==> config.mk <==
export PLATFORM = sky130hd
export DESIGN_NAME = com_fifo_rd_prefetch
export DESIGN_NICKNAME = d
export VERILOG_FILES = /design/src/rtl/com_fifo_rd_prefetch.sv
export SDC_FILE = /design/constraint.sdc
export NUM_CORES = 1
export LEC_CHECK = 0
export ABC_AREA = 1
export CAP_MARGIN = 20
export CELL_PAD_IN_SITES_DETAIL_PLACEMENT = 0
export CELL_PAD_IN_SITES_GLOBAL_PLACEMENT = 1
export CORE_UTILIZATION = 40
export CTS_BUF_LIST = sky130_fd_sc_hd__clkbuf_4 sky130_fd_sc_hd__clkbuf_8
export CTS_CLUSTER_SIZE = 10
export DETAILED_ROUTE_END_ITERATION = 8
export GPL_ROUTABILITY_DRIVEN = 0
export PLACE_DENSITY = 0.84
export SLEW_MARGIN = 20
export SYNTH_ARGS = -nofsm -noshare
export SYNTH_HDL_FRONTEND = slang
export SYNTH_SLANG_ARGS = --single-unit
==> constraint.sdc <==
create_clock -name clk -period 2.75 [get_ports clk]
set_clock_uncertainty 0.1 [all_clocks]
set_input_delay 0.4125 -clock clk [delete_from_list [all_inputs] [get_ports clk]]
set_output_delay 0.4125 -clock clk [all_outputs]
set_load 0.03 [all_outputs]
==> src/rtl/com_fifo_rd_prefetch.sv <==
// Read-side prefetch stage for the async FIFO: turns rd_en/rd_empty/rd_addr
// plus a fixed-latency RAM into a registered valid/ready stream.
module com_fifo_rd_prefetch #(
  parameter int DW      = 32,
  parameter int AW      = 3,
  parameter int RAM_LAT = 1,
  localparam int BUFD   = RAM_LAT + 1,
  localparam int LW     = $clog2(BUFD + 1)
) (
  input  logic          clk,
  input  logic          rst_n,
  input  logic          clear,
  input  logic          fifo_rd_empty,
  input  logic [AW-1:0] fifo_rd_addr,
  output logic          fifo_rd_en,
  output logic          ram_rd_en,
  output logic [AW-1:0] ram_rd_addr,
  input  logic [DW-1:0] ram_rdata,
  output logic          o_valid,
  input  logic          o_ready,
  output logic [DW-1:0] o_data,
  output logic [LW-1:0] o_level
);

  localparam int PW = $clog2(BUFD);

  if (RAM_LAT < 1 || RAM_LAT > 2) begin : g_bad_lat
    $error("RAM_LAT must be 1 or 2");
  end

  logic [RAM_LAT-1:0] pipe_q, pipe_d;
  logic [LW-1:0]      level_q, level_d;
  logic [PW-1:0]      wr_q, wr_d;
  logic [PW-1:0]      rd_q, rd_d;
  logic [DW-1:0]      mem_q [BUFD];
  logic [LW:0]        inflight;
  logic               capture;
  logic               pop;
  logic               issue;

  function automatic logic [PW-1:0] ptr_inc(input logic [PW-1:0] p);
    return (p == PW'(BUFD - 1)) ? '0 : p + 1'b1;
  endfunction

  assign capture     = pipe_q[RAM_LAT-1];
  assign o_valid     = (level_q != '0);
  assign pop         = o_valid && o_ready;
  assign o_data      = mem_q[rd_q];
  assign o_level     = level_q;
  assign fifo_rd_en  = issue;
  assign ram_rd_en   = issue;
  assign ram_rd_addr = fifo_rd_addr;

  // Count reads in flight; a pop returns its credit in the same cycle.
  always_comb begin
    inflight = '0;
    for (int k = 0; k < RAM_LAT; k++) begin
      inflight = inflight + (LW+1)'(pipe_q[k]);
    end
    issue = !fifo_rd_empty && !clear && rst_n &&
            (({1'b0, level_q} + inflight) <
             ((LW+1)'(BUFD) + (LW+1)'(pop)));
  end

  // Next-state for pipe, pointers and occupancy.
  always_comb begin
    pipe_d  = RAM_LAT'({pipe_q, issue});
    level_d = level_q + LW'(capture) - LW'(pop);
    wr_d    = capture ? ptr_inc(wr_q) : wr_q;
    rd_d    = pop ? ptr_inc(rd_q) : rd_q;
  end

  // State update; clear drops buffered and in-flight words like reset.
  always_ff @(posedge clk) begin
    if (!rst_n || clear) begin
      pipe_q  <= '0;
      level_q <= '0;
      wr_q    <= '0;
      rd_q    <= '0;
      for (int k = 0; k < BUFD; k++) begin
        mem_q[k] <= '0;
      end
    end else begin
      pipe_q  <= pipe_d;
      level_q <= level_d;
      wr_q    <= wr_d;
      rd_q    <= rd_d;
      if (capture) begin
        mem_q[wr_q] <= ram_rdata;
      end
    end
  end

  // Overflow and read-while-empty must never occur.
  always @(posedge clk) begin
    if (rst_n && !clear) begin
      assert (!(capture && level_q == LW'(BUFD)))
        else $error("prefetch buffer overflow");
      assert (!(fifo_rd_en && fifo_rd_empty))
        else $error("read issued while empty");
    end
  end

endmodule

# Yosys cells after proc, flatten, opt, wreduce, memory -nomap -nowiden
# Memories as Yosys holds them, arrays and structs flattened. A register that Yosys moved wholly into a read port is not among the register bits.
# Index checks and enable logic that the tools add are counted.
[word_totals]
reg_bits = 5
mem_bits_rw = 64
inputBits = 40
out_inout_bits = 40
elab_cells = 34
n_memories = 1
[op_classes]
add_sub_neg = 6
n_lt_le_gt_ge = 1
n_mux = 12
n_reduce_logical = 10
[memory_table]
columns = ["memory", "words", "word_bits", "read_ports", "rd_ports_with_merged_regs", "wr", "line_no", "source"]
rows = [
  ["mem_q", 2, 32, 1, 1, 2, "35", "logic [DW-1:0] mem_q [BUFD];"],
]
[ops]
columns = ["operator", "count"]
rows = [
  ["$mux W32", 1],
  ["$reduce_or A32 Y1", 1],
  ["$mux W1", 11],
  ["$logic_and A1 B1 Y1", 4],
  ["$add A2 B1 Y3", 1],
  ["$add A2 B1 Y3 const A", 1],
  ["$logic_not A1 Y1", 3],
  ["$lt A3 B3 Y1", 1],
  ["$add A1 B1 Y1 const B", 2],
  ["$add A2 B1 Y2", 1],
  ["$reduce_bool A2 Y1", 1],
  ["$sub A2 B1 Y2", 1],
  ["$logic_or A1 B1 Y1", 1],
]

# Logic depth before layout (Yosys ltp)
[depth]
ltp_word = 6
mapped_depth = 10

# Worst setup path before layout
# No wires, ideal clock.
[synth_path]
path_type = "reg-to-output"
start = "reg level_q[1], in the netlist o_level[1]"
end = "out ram_rd_en"
arrival_time_ns = 1.852
required_time_ns = 2.237
slack_ns = 0.385
stages_incl_launch_ff = 6
n_path_buf = 1
path_cell_list = "dfxtp_1 -> inv_1 -> nand2_1 -> nand3_1 -> a21oi_1 -> buf_4"
[synth_between]
elab_chain_cells = 5
elab_cells_between_ends = 6
cone_classes = "add/sub (2); order compare (1); reduce/logical (3)"
[synth_rtl]
columns = ["item", "line_no", "source"]
rows = [
  ["start: declaration", "32", "logic [LW-1:0] level_q, level_d;"],
  ["start signal: assignment", "85", "level_q <= level_d;"],
  ["$reduce_bool A2 Y1", "46", "assign o_valid = (level_q != '0);"],
  ["via o_valid", "19", "output logic o_valid,"],
  ["$logic_and A1 B1 Y1", "47", "assign pop = o_valid && o_ready;"],
  ["$add A2 B1 Y3", "62", "((LW+1)'(BUFD) + (LW+1)'(pop)));"],
  ["$lt A3 B3 Y1", "61", "(({1'b0, level_q} + inflight) <"],
  ["$logic_and A1 B1 Y1", "60", "issue = !fifo_rd_empty && !clear && rst_n &&"],
  ["end: declaration", "16", "output logic ram_rd_en,"],
]
# The timed path passes the listed nets, and every way through them passes these cells.

==> impl_metrics.toml <==
[global_routing]
grt_max_degree = 33
grt_pass1_vias = 1970
antenna_found_initial = 0
grt_pass1_wl_um = 9300
grt_usage_pct = 14.6
grt_overflow = 0

[yosys]
syn_area_um2 = 3210
yosys.area.top_type_share_pct = 59.9
ys_ff_latch = 70
synth.distinct_cells = 19
synth_compound_area_share_pct = 0.468
synth_top_area_cell = "edfxtp_1"
synth_fa_ha_area_share_pct = 1.56
synth_top_family_by_area = "simple AND/OR/NAND/NOR gates"
ys_seq_area_share_pct = 63.6
synth_warnings = 0
syn_inst = 253
syn_nets = 297
synth_area_leaders = "edfxtp_1 (60%), mux2_2 (11%), nor2_2 (5.5%)"
synthMuxAreaShare_pct = 11.2
post_synth_xor_area_fraction_pct = 0
syn_area_per_cell_um2 = 12.7
yosys.area_share.simple_pct = 14.1

[pwr]
power.switching_uw = 527
power_frac_seq_pct = 51.4
clkPwrFrac_pct = 37.2
switching_share_pct = 22.3
finalPower_mw = 2.36
powerDensity_nw_per_um2 = 556
comb_power_share_pct = 11.4
power_leakage_nw = 1.80
p_int_mw = 1.84
peakVddDrop_mv = 0.251

[sta]
final.setup.tns_ns = 0
period_share_pct = 93.2
tightestPinTransition_ns = 0.392
report.final.slew_viol_count = 0
finalHoldViolCount = 0
rsz0062_at_grt = "false"
timing.fmax_mhz = 390
finalSetupViolations = 0
period_minus_slack_ns = 2.56
slew_headroom_pct = 73.9

[floorplan]
die_w_um = 91.6
die_h_um = 91.6
dieArea_um2 = 8390
start_util_pct = 41.5
ios = 80
core-area_um2 = 7730
rows = 32

[layout]
drive_above_1_share_pct = 26.8
fin_nets = 375
fillCellCount = 677
area.growth.synth_to_final_pct = 32.5
fin_area_um2 = 4250
finalNonFillerCells = 438
antenna-diode-count = 0

[setup_path]
slowest_delay_ns = 0.60
cp-end-kind = "primary output"
critical_path_required_ns = 2.24
cp.arrival_ns = 2.05
crit_path_start_kind = "flip-flop"
critPathSlowestCell = "clkdlybuf4s50_1"
crit_fanout = 13
critPathKind = "reg2out"
cp_cell_sequence = "buf_4 > mux2_2 > clkdlybuf4s50_1"

[clocking]
cts_resized = 0
root_buffer = "clkbuf_8"
post_cts_buffers = 0
clock_sinks = 70
hold_buffers = 0
clk_latency_ns = 0.33
clk_pin_slew_ns = 0.07
cts_made_buffers = 9
cts_tree = "yes"
htree_levels = 3
cts_buffer_depth = 2

[place]
port_buffers = 73
hpwl_um = 3640
place_area_um2 = 4040
place_inst = 422

[detailed_routing]
dr_total_vias = 1952
dr.pass1.iters = 4
ant_nets = 0
wirelength_um = 5560
drtIter0Drc = 44
via_per_inst = 4.46
remaining_drc_errors = 0
wl_per_cell_um = 12.7

[flow_run]
drv_cap = 0

[status]
status = "finished, final reports clean"

[hold_path]
hold_path.class = "reg2reg"
==> per-layer routing <==
layer  wire, um  GRT usage (%)  vias to the layer above
met2       2620           22.6                       55
met5          0              0                        -
met3        384           4.52                        9
met1       2450           18.6                      911
met4        110           7.28                        0
li1           -              -                      977
==> critical path, delay by kind of cell (launching register included) <==
family                 cells  cell delay, ns
buffers and inverters      2            0.83
flip-flops                 1            0.55
multiplexers               1            0.33
==> power by group through the flow <==
| stage | Combinational, mW | Clock (mW) | Sequential [mW] |
|---|---|---|---|
| 2_1_floorplan | 0.148 | 0 | 1.24 |
| 3_3_place_gp | 0.270 | 0 | 1.24 |
| 3_5_place_dp | 0.272 | 0 | 1.24 |
| 4_1_cts | 0.274 | 0.902 | 1.22 |
| 5_1_grt | 0.289 | 0.952 | 1.22 |
| 6_report | 0.269 | 0.879 | 1.22 |
==> logic make-up (layout without fill, tap and decap cells) <==
logic type / count (synthesis) / count (layout)
mux: 32 / 32
flops: 70 / 70
buf+inv: 55 / 138
fa+ha+maj: 4 / 4
simple gates: 89 / 89
compound gates: 3 / 3
==> placed cells by master, fill, tap and decap left out <==
cell type        Yosys  routed
nor2_1              42      42
mux2_1               2       2
dfxtp_1              6       5
mux2_2              30      30
dfxtp_2              0       1
clkbuf_8             0       9
nor2_2              28      28
clkinvlp_4           0       2
nand2_1              9       7
nor3b_1              1       1
nand3_4              1       1
clkinv_1             0       1
inv_1               40      40
inv_2                1       1
ha_1                 4       4
nand3_1              4       4
a21oi_1              3       3
dlymetal6s2s_1       0       2
buf_12               0       3
buf_4                4       5
nand2_2              1       3
nor2_4               3       3
clkinv_2             0       2
bufinv_16            0       2
edfxtp_1            64      64
clkdlybuf4s50_1      0      71
==> metrics by stage <==
step / util (%) / hold slack, ns / setup slack, ns
after floorplan: - / 0.367 / 0.385
after global placement: 52.2 / 0.403 / 0.317
after detailed placement: 52.2 / 0.401 / 0.251
after CTS: 55.0 / 0.417 / 0.0587
after global routing: 55.0 / 0.458 / 0.0779
final: 55.0 / 0.414 / 0.187
==> flip-flops by register name, summed over array words and instances (netlist names), named ones only <==
register  cells
wr_q          1
mem_q        64
o_level       2
rd_q          1
capture       1
==> final cells by class <==
type / count / area, um2 / area share (%)
clock buffer: 9 / 124 / 2.91
clock inverter: 7 / 88.8 / 2.09
tap: 102 / 128 / 3.00
timing repair buffer: 81 / 833 / 19.6
multi-input combinational: 128 / 882 / 20.7
inverter: 41 / 154 / 3.62
sequential: 70 / 2040 / 48.0
==> synth_stat cells <==
cell type / count
mux2_2: 30
a21oi_1: 3
inv_1: 40
nand2_1: 9
inv_2: 1
nor2_4: 3
dfxtp_1: 6
nand3_1: 4
clkbuf_2: 1
nor2_1: 42
mux2_1: 2
nand2_2: 1
nand3_4: 1
buf_6: 9
buf_4: 4
ha_1: 4
nor3b_1: 1
edfxtp_1: 64
nor2_2: 28
==> worst paths after layout <==
check	startpoint	endpoint	slack (ns)	depth (start not counted)
min reg2reg	rd_q	rd_q	0.41	2
max reg2reg	o_level[1]	o_level[1]	1.18	8
min	rd_q	rd_q	0.41	2
max	flip-flop	o_data[15]	0.19	3
Power figures use the tool's default switching activity.
==> RTL change (config.mk and constraints unchanged) <==
`RAM_LAT`: 1 -> 2.
--- a/src/rtl/com_fifo_rd_prefetch.sv
+++ b/src/rtl/com_fifo_rd_prefetch.sv
@@ -5,3 +5,3 @@
   parameter int AW      = 3,
-  parameter int RAM_LAT = 1,
+  parameter int RAM_LAT = 2,
   localparam int BUFD   = RAM_LAT + 1,
Formal check against the unedited RTL: not equivalent (a bounded check fails within 4 cycles, from zero or initial values).
==> RTL change against the original RTL <==
Non-clock buffer count rose by 7. Synthesized area grew 94%. Wire length is 120% higher. Sequential cell count is 68 higher. Critical path depth increased by 4. Power increased by 76%. Worst setup slack got worse by 0.063 ns. Final area grew 77%. Sequential share of layout area rose by 5.7 points. Synthesized cell count increased by 130%. Critical endpoint is now ram_rd_en.
==> RTL change: results (changes against the original RTL) <==
tightest hold margin -> 0.3589 ns (-0.05502 ns)
final setup margin -> 0.1246 ns (-0.06282 ns)
fill count -> 1375 (+100%)
result of the run -> completed
post-synthesis cell type count -> 22 (+3)
wire length on met3 -> 563 um (+47%)
area added between synthesis and finish -> 21.04%
count of flip-flops with a built-in enable after synthesis -> 128 (+100%)
slew at the pin with the worst max-slew slack -> 0.4247 ns (+0.03259 ns)
maximum net fanout on the critical path -> 2 (-11)
count of cells along the worst register-to-register path -> 11 (+3)
Placement Setup Slack -> 0.2630 ns (+0.01219 ns)
most instantiated cells after synthesis -> edfxtp_1, inv_1, nor2_1
sequential-to-total area share from yosys stat -> 0.6487 (+0.01248)
instance count of the mapped netlist -> 587 (+130%)
wire length per cell -> 14.02 um (+10%)
Iteration-0 DRC Markers -> 212 (+380%)
number of H-tree levels -> 4 (+1)
share of synthesized flip-flops with an asynchronous set or reset -> 0 (unchanged)
GRT Resource Usage Total -> 0.1628 (+0.01626)
Mapped Area -> 6233 um2 (+94%)
half-perimeter wire length after placement -> 7505 um (+110%)
slowest cell delay on critical path -> 0.40 ns (-0.20 ns)
Layout Cells excl Fill -> 860 (+96%)
cell type group with the largest total delay on the critical path -> adder cells
R2R setup slack -> 0.87 ns (-0.31 ns)
number of setup buffers added after CTS -> 1 (+1)
ratio of cells with drive above 1 in the final layout -> 0.1280 (-0.1399)
M1 wire length -> 5245 um (+110%)
Inserted Clock Buffers -> 17 (+8)
Inst Count DP -> 828 (+96%)
met2 WL -> 6082 um (+130%)
Hold Path Origin -> pipe_q[0]
Synth area leaders -> edfxtp_1, inv_1, nor2_1
number of gates resized after cts -> 9 (+9)
end point of the worst hold path -> pipe_q[1]
number of global-route vias before repair -> 4098 (+110%)
source-to-sink clock delay at the later pin of the worst-skew pair -> 0.44 ns (+0.11 ns)
peak supply drop -> 0.2613 mV (+4.2%)
final-stage net count -> 706 (+88%)
data arrival time of the critical path -> 2.11 ns (+0.06 ns)
number of flip-flops in the largest register -> 128 (+100%)
-- RTL change: cell count changes in the layout (fill, tap and decap cells not counted), moves of 8 or more --
cell / unedited run / this run
o211ai_1: 0 / 32
nand2_1: 7 / 79
nor2_1: 42 / 86
edfxtp_1: 64 / 128
clkbuf_8: 9 / 17
a21oi_1: 3 / 33
inv_1: 40 / 109
o21ai_0: 0 / 32
mux2_2: 30 / 0
-- RTL change: power groups by stage --
stage	clock, mW	combinational [mW]	sequential, mW
finish	1.52	0.282	2.36
global route	1.64	0.306	2.37
CTS	1.56	0.286	2.36
detailed placement	0	0.282	2.41
global placement	0	0.279	2.40
floorplan	0	0.145	2.41
-- RTL change: final cells by class --
class	instances	share of cell area
Timing Repair Buffer	88	0.1177
Clock inverter	12	0.01426
Inverter	111	0.05522
Sequential cell	138	0.5373
Clock buffer	19	0.03300
Multi-Input combinational cell	304	0.2113
Tap cell	188	0.03118
-- RTL change: worst max-delay path by stage --
stage                     from     endpoint  slack, ns  depth (start not counted)
floorplan                clear  mem_q[3][0]       0.09                          5
global placement       o_ready    ram_rd_en       0.33                          8
detailed placement     o_ready    ram_rd_en       0.26                          8
CTS                 o_level[0]    ram_rd_en       0.02                          7
global route          register   o_data[10]      0.004                          5
finish               pipe_q[1]    ram_rd_en       0.12                          7
-- RTL change: cells by family (layout without fill, tap and decap cells) --
logic type               after synthesis  count (layout)  synth area share
AND/OR/NAND/NOR                      199             199            0.1389
buffers and inverters                145             230            0.1068
flip-flops                           138             138            0.6487
AO/OA/AOI/OAI                         99              99           0.09233
adder cells (fa/ha/maj)                6               6           0.01325
-- RTL change: layer usage --
layer,GRT usage,vias up
met5,0,-
met4,0.06162,0
met3,0.05314,14
met2,0.2873,75
met1,0.1826,1982
li1,-,2046
